<file path="src/rtl/alu_sequencer.sv">
// Z8 execute stage: fetches operands, drives the external ALU,
// writes results back and owns the FLAGS register.
package alu_pkg;
  localparam logic [4:0] ALU2_ADD  = 5'h00;
  localparam logic [4:0] ALU2_ADC  = 5'h01;
  localparam logic [4:0] ALU2_SUB  = 5'h02;
  localparam logic [4:0] ALU2_SBC  = 5'h03;
  localparam logic [4:0] ALU2_OR   = 5'h04;
  localparam logic [4:0] ALU2_AND  = 5'h05;
  localparam logic [4:0] ALU2_TCM  = 5'h06;
  localparam logic [4:0] ALU2_TM   = 5'h07;
  localparam logic [4:0] ALU2_CP   = 5'h08;
  localparam logic [4:0] ALU2_XOR  = 5'h09;
  localparam logic [4:0] ALU1_INC  = 5'h10;
  localparam logic [4:0] ALU1_DEC  = 5'h11;
  localparam logic [4:0] ALU1_DA   = 5'h12;
  localparam logic [4:0] ALU1_DA_H = 5'h13;
  localparam logic [4:0] ALU1_INCW = 5'h14;
  localparam logic [4:0] ALU1_DECW = 5'h15;
  localparam logic [4:0] ALU1_COM  = 5'h16;
  localparam logic [4:0] ALU1_CLR  = 5'h17;
endpackage

module alu_sequencer
  import alu_pkg::*;
(
  input  logic       clk,
  input  logic       reset,
  input  logic       start,
  output logic       ready,
  input  logic [4:0] op,
  input  logic [7:0] dst,
  input  logic [7:0] src,
  input  logic [7:0] imm,
  input  logic       useImm,
  input  logic       word,
  output logic [7:0] regAddr,
  input  logic [7:0] regRdData,
  output logic       regWrEn,
  output logic [7:0] regWrData,
  output logic [4:0] aluMode,
  output logic [7:0] aluA,
  output logic [7:0] aluB,
  output logic [7:0] aluFlags,
  input  logic [7:0] aluOut,
  input  logic [7:0] aluOutFlags,
  input  logic       flagsWrEn,
  input  logic [7:0] flagsWrData,
  output logic [7:0] flags,
  output logic       done
);

  typedef enum logic [2:0] {
    IDLE, RDA, RDB, EXE, EXE2, WB
  } state_t;

  state_t     state, state_nx;
  logic [4:0] op_q;
  logic [7:0] dst_q, src_q, imm_q;
  logic       use_imm_q, word_q;
  logic [7:0] a_q, h_q, r_q, f_q;

  logic       is_da, flag_only;
  logic [7:0] lo_addr, hi_addr;

  assign is_da     = (op_q == ALU1_DA);
  assign flag_only = (op_q == ALU2_CP) ||
                     (op_q == ALU2_TM) ||
                     (op_q == ALU2_TCM);
  // Z8 pairs are big-endian: high byte at the even address
  assign lo_addr   = {dst_q[7:1], 1'b1};
  assign hi_addr   = {dst_q[7:1], 1'b0};

  always_ff @(posedge clk or negedge reset) begin
    if (!reset) begin
      state     <= IDLE;
      op_q      <= '0;
      dst_q     <= '0;
      src_q     <= '0;
      imm_q     <= '0;
      use_imm_q <= 1'b0;
      word_q    <= 1'b0;
      a_q       <= '0;
      h_q       <= '0;
      r_q       <= '0;
      f_q       <= '0;
      flags     <= '0;
    end else begin
      state <= state_nx;
      if (state == IDLE && start) begin
        op_q      <= op;
        dst_q     <= dst;
        src_q     <= src;
        imm_q     <= imm;
        use_imm_q <= useImm;
        word_q    <= word;
      end
      if (state == RDB) a_q <= regRdData;
      if (state == EXE) begin
        r_q <= aluOut;
        if (word_q) h_q <= regRdData;
        else        f_q <= aluOutFlags;
      end
      if (state == EXE2) begin
        r_q <= aluOut;
        f_q <= aluOutFlags;
      end
      if (state == WB)    flags <= f_q;
      else if (flagsWrEn) flags <= flagsWrData;
    end
  end

  always_comb begin
    state_nx  = state;
    ready     = 1'b0;
    regAddr   = '0;
    regWrEn   = 1'b0;
    regWrData = '0;
    aluMode   = '0;
    aluA      = '0;
    aluB      = '0;
    aluFlags  = flags;
    done      = 1'b0;
    unique case (state)
      IDLE: begin
        ready = 1'b1;
        if (start) state_nx = RDA;
      end
      RDA: begin
        regAddr  = word_q ? lo_addr : dst_q;
        state_nx = RDB;
      end
      RDB: begin
        regAddr  = word_q ? hi_addr : src_q;
        state_nx = EXE;
      end
      EXE: begin
        aluA = a_q;
        if (word_q) begin
          aluMode = (op_q == ALU1_DECW) ? ALU1_DEC : ALU1_INC;
        end else begin
          aluMode = op_q;
          aluB    = use_imm_q ? imm_q : regRdData;
        end
        state_nx = (word_q || is_da) ? EXE2 : WB;
      end
      EXE2: begin
        if (word_q) begin
          regAddr   = lo_addr;
          regWrEn   = 1'b1;
          regWrData = r_q;
          aluMode   = op_q;
          aluA      = h_q;
          aluB      = r_q;
        end else begin
          aluMode  = ALU1_DA_H;
          aluA     = r_q;
          aluFlags = f_q;
        end
        state_nx = WB;
      end
      WB: begin
        regAddr   = word_q ? hi_addr : dst_q;
        regWrEn   = !flag_only;
        regWrData = r_q;
        done      = 1'b1;
        state_nx  = IDLE;
      end
      default: state_nx = IDLE;
    endcase
  end

endmodule

</file>
<file path="config.mk">
export PLATFORM = sky130hd
export DESIGN_NAME = alu_sequencer
export DESIGN_NICKNAME = d
export VERILOG_FILES = /design/src/rtl/alu_sequencer.sv
export SDC_FILE = /design/constraint.sdc
export NUM_CORES = 1
export LEC_CHECK = 0
export CORE_MARGIN = 3
export CORE_UTILIZATION = 42
export DETAILED_ROUTE_END_ITERATION = 10
export PLACE_DENSITY_LB_ADDON = 0.1
export SLEW_MARGIN = 15
export SYNTH_ARGS = -nofsm -noshare
export SYNTH_HDL_FRONTEND = slang
export SYNTH_SLANG_ARGS = --single-unit
</file>
<file path="constraint.sdc">
create_clock -name clk -period 1.6 [get_ports clk]
set_input_delay 0.32 -clock clk [delete_from_list [all_inputs] [get_ports clk]]
set_output_delay 0.32 -clock clk [all_outputs]
set_load 0.02 [all_outputs]
</file>
==> results.cfg <==
[synthesis]
syn-mean-instance-area_sq_um = 12.4
synthDistinctLibCells = 37
synth_nets = 370
syn_inst = 303
yosys_warnings = 0
synth-seq-area-share_pct = 49.4
ys_ff_latch = 74
synth_area_sq_um = 3740

[detailed_routing]
vias = 3363
wl_mm = 12.7
wl_per_cell_um = 20.2
via_per_inst = 5.37
drc = 0
drt_iter0_drc = 156
antenna_left = 0
first_pass_iters = 5

[die]
rows = 33
dieArea_sq_um = 10100
fp.dieW_um = 100
start_util_pct = 44.5
coreArea_sq_um = 8420
pin_count = 123
fp.dieH_um = 100

[clocking]
cts_buffers = 9
clk_latency_ns = 0.34
cts_tree = yes
clk_pin_slew_worst_paths_ns = 0.08
cts_max_level = 3
cts_root_buf = clkbuf_8
cts.sinks = 74
cts.path.max_buffers = 2

[grt]
overflow = 0
first_global_vias = 3529
globalRouteTotalUtil_pct = 25.0
grt_pass1_wl_mm = 19.3
grt_max_degree = 29
antenna_found_initial = 0

[placement]
hpwl_mm = 7.57
place_congestion = 0.865
post-place-ws_ns = -0.686
dp.cells = 573
portBuffers = 122

[setup_path]
path_buf_inv = 3
path_class = reg2out
timing.rr.start = state[1]
cp_max_fo = 4
r2r_cells = 9
crit_required_ns = 1.28
crit_chain = nor4b_4 > buf_4 > clkbuf_16 > mux2_4 > buf_6
slowest_delay_ns = 0.46
cpLargestDelayFamily = flip-flops
crit_path_start_kind = register
crit_cells = 5
arrival_ns = 1.86
end_kind = primary output
critPathLaunch = word_q
cp_slowest_cell = dfrtp_2

[timing]
post-route-period-util_pct = 136
setup_ws_ns = -0.581
fmax_mhz = 459
setup-violations-final = 104
slew_viol_final = 0
hold_viol = 0
tightest_slew_ns = 0.411
slew_headroom_pct = 72.6
clock-skew-final_ns = 0.0103
grt_setup_unrepaired = true
min_period_ns = 2.18
final.setup.tns_ns = -41.82

[cells_and_area]
layout.cells.non_filler = 626
final_layout_size_suffix_gt1_share_pct = 56.8
postLayoutCoreUtil_pct = 82.1
n_antenna_cell = 0
mostFrequentLayoutCell = buf_6
fin_nets = 585
flow.area_growth_from_synthesis_pct = 84.7
layout_common_cells = 71 x buf_6, 70 x dfrtp_1, 65 x clkdlybuf4s50_1

[power]
peakVddDrop_v = 0.00146
power.share.sequential_pct = 26.0
swShare_pct = 37.5
power.net_switching_uw = 5340
pwr-share-comb_pct = 65.2
clkPwrFrac_pct = 8.9
power_per_cell_area_nw_per_um2 = 2060
leakagePower_uw = 0.00321
p_int_uw = 8910

[hold_path]
hp-class = in2async

[outcome]
violations = negative setup slack
status = finished, violations left

[job]
maxCapViolCount = 0
==> registers in the layout, indices dropped and copies added, names as in the netlist <==
name,cells
op_q,5
state,3
dst_q,8
src_q,8
flags,8
f_q,8
word_q,1
a_q,8
imm_q,8
h_q,8
use_imm_q,1
r_q,8
==> layer usage <==
| layer | global-route usage [%] | vias up | wire (um) |
|---|---|---|---|
| met1 | 32.1 | 1688 | 5130 |
| met4 | 8.19 | 0 | 296 |
| li1 | - | 1529 | - |
| met2 | 42.9 | 122 | 6440 |
| met3 | 4.24 | 24 | 784 |
| met5 | 0 | - | 0 |
==> cell type report <==
type | instances | area, sq um
timing repair buffer | 225 | 2420
multi-input combinational | 197 | 2300
sequential | 74 | 1860
fill | 470 | 1510
clock buffer | 11 | 141
tap | 105 | 131
inverter | 11 | 43.8
clock inverter | 3 | 17.5
==> cells by family (layout without fill, tap and decap cells) <==
family | Yosys count | count (layout) | synth area share (%)
buffers and inverters | 32 | 250 | 5.01
xor gates and xnor gates | 1 | 1 | 0.234
muxes | 93 | 93 | 27.2
AOI/OAI and AO/OA | 48 | 48 | 9.49
DFF | 74 | 74 | 49.4
and+or+nand+nor | 55 | 55 | 8.62
==> cells in the mapped netlist <==
| master | n | area [sq um] |
|---|---|---|
| nor4b_4 | 1 | 23.8 |
| o211ai_1 | 2 | 15.0 |
| nand3b_1 | 1 | 7.51 |
| a22oi_1 | 1 | 7.51 |
| nor2_1 | 19 | 71.3 |
| a21oi_1 | 10 | 50.1 |
| nor3_4 | 1 | 16.3 |
| nor4bb_1 | 1 | 10.0 |
| nor2b_1 | 4 | 25.0 |
| buf_2 | 9 | 45.0 |
| nand4b_1 | 2 | 17.5 |
| and2_1 | 10 | 62.6 |
| dfrtp_1 | 74 | 1850 |
| xnor2_1 | 1 | 8.76 |
| mux2_2 | 68 | 766 |
| mux2_1 | 2 | 22.5 |
| buf_4 | 3 | 22.5 |
| inv_1 | 11 | 41.3 |
| a21boi_4 | 1 | 18.8 |
| o21ai_0 | 11 | 55.1 |
| nor3b_1 | 1 | 7.51 |
| a41oi_1 | 1 | 8.76 |
| buf_1 | 2 | 7.51 |
| nand4bb_1 | 1 | 11.3 |
| a31oi_1 | 3 | 18.8 |
| a222oi_1 | 8 | 80.1 |
| nand2_1 | 9 | 33.8 |
| clkbuf_1 | 1 | 3.75 |
| a21oi_4 | 1 | 16.3 |
| a21o_1 | 1 | 7.51 |
| o21ba_2 | 1 | 10.0 |
| mux2i_1 | 23 | 230 |
| o22ai_1 | 1 | 6.26 |
| o2bb2ai_1 | 7 | 61.3 |
| buf_6 | 6 | 67.6 |
| nand3_1 | 2 | 10.0 |
| and3b_1 | 3 | 26.3 |
==> power by group through the flow <==
stage,sequential [uW],clock [uW],combinational (uW)
detailed placement,3570,0,6700
finish,3700,1260,9290
CTS,3610,1270,8720
global placement,3530,0,6570
global route,3820,1370,9750
floorplan,3410,0,4010
==> stage by stage <==
stage / area (sq um) / hold slack (ns) / power, uW
detailed placement: 5790 / 0.276 / 10300
CTS: 6780 / 0.447 / 13600
floorplan: 3990 / 0.0244 / 7410
global placement: 5790 / 0.272 / 10100
global route: 6920 / 0.460 / 14900
finish: 6920 / 0.443 / 14300
==> worst paths after layout <==
| kind | endpoint | slack (ns) |
|---|---|---|
| worst max-delay path | aluFlags[3] | -0.58 |
| worst min-delay path | r_q[2] | 0.44 |
| worst max register to register | imm_q[2] | -0.50 |
| worst min register to register | h_q[3] | 0.52 |
| max in group asynchronous | src_q[4] | 0.67 |
| min in group clk | h_q[3] | 0.52 |
==> repair_timing <==
| action | CTS | global route |
|---|---|---|
| hold buffers | 1 | 0 |
| endpoints found under the setup margin | 112 | 118 |
| setup buffers | 33 | 12 |
| cloned | 4 | 0 |
| resized for setup | 377 | 56 |
| pin swaps | 10 | 23 |
| endpoints found under the hold margin | 25 | 0 |
Note: power is estimated with default switching activity, not from simulation.
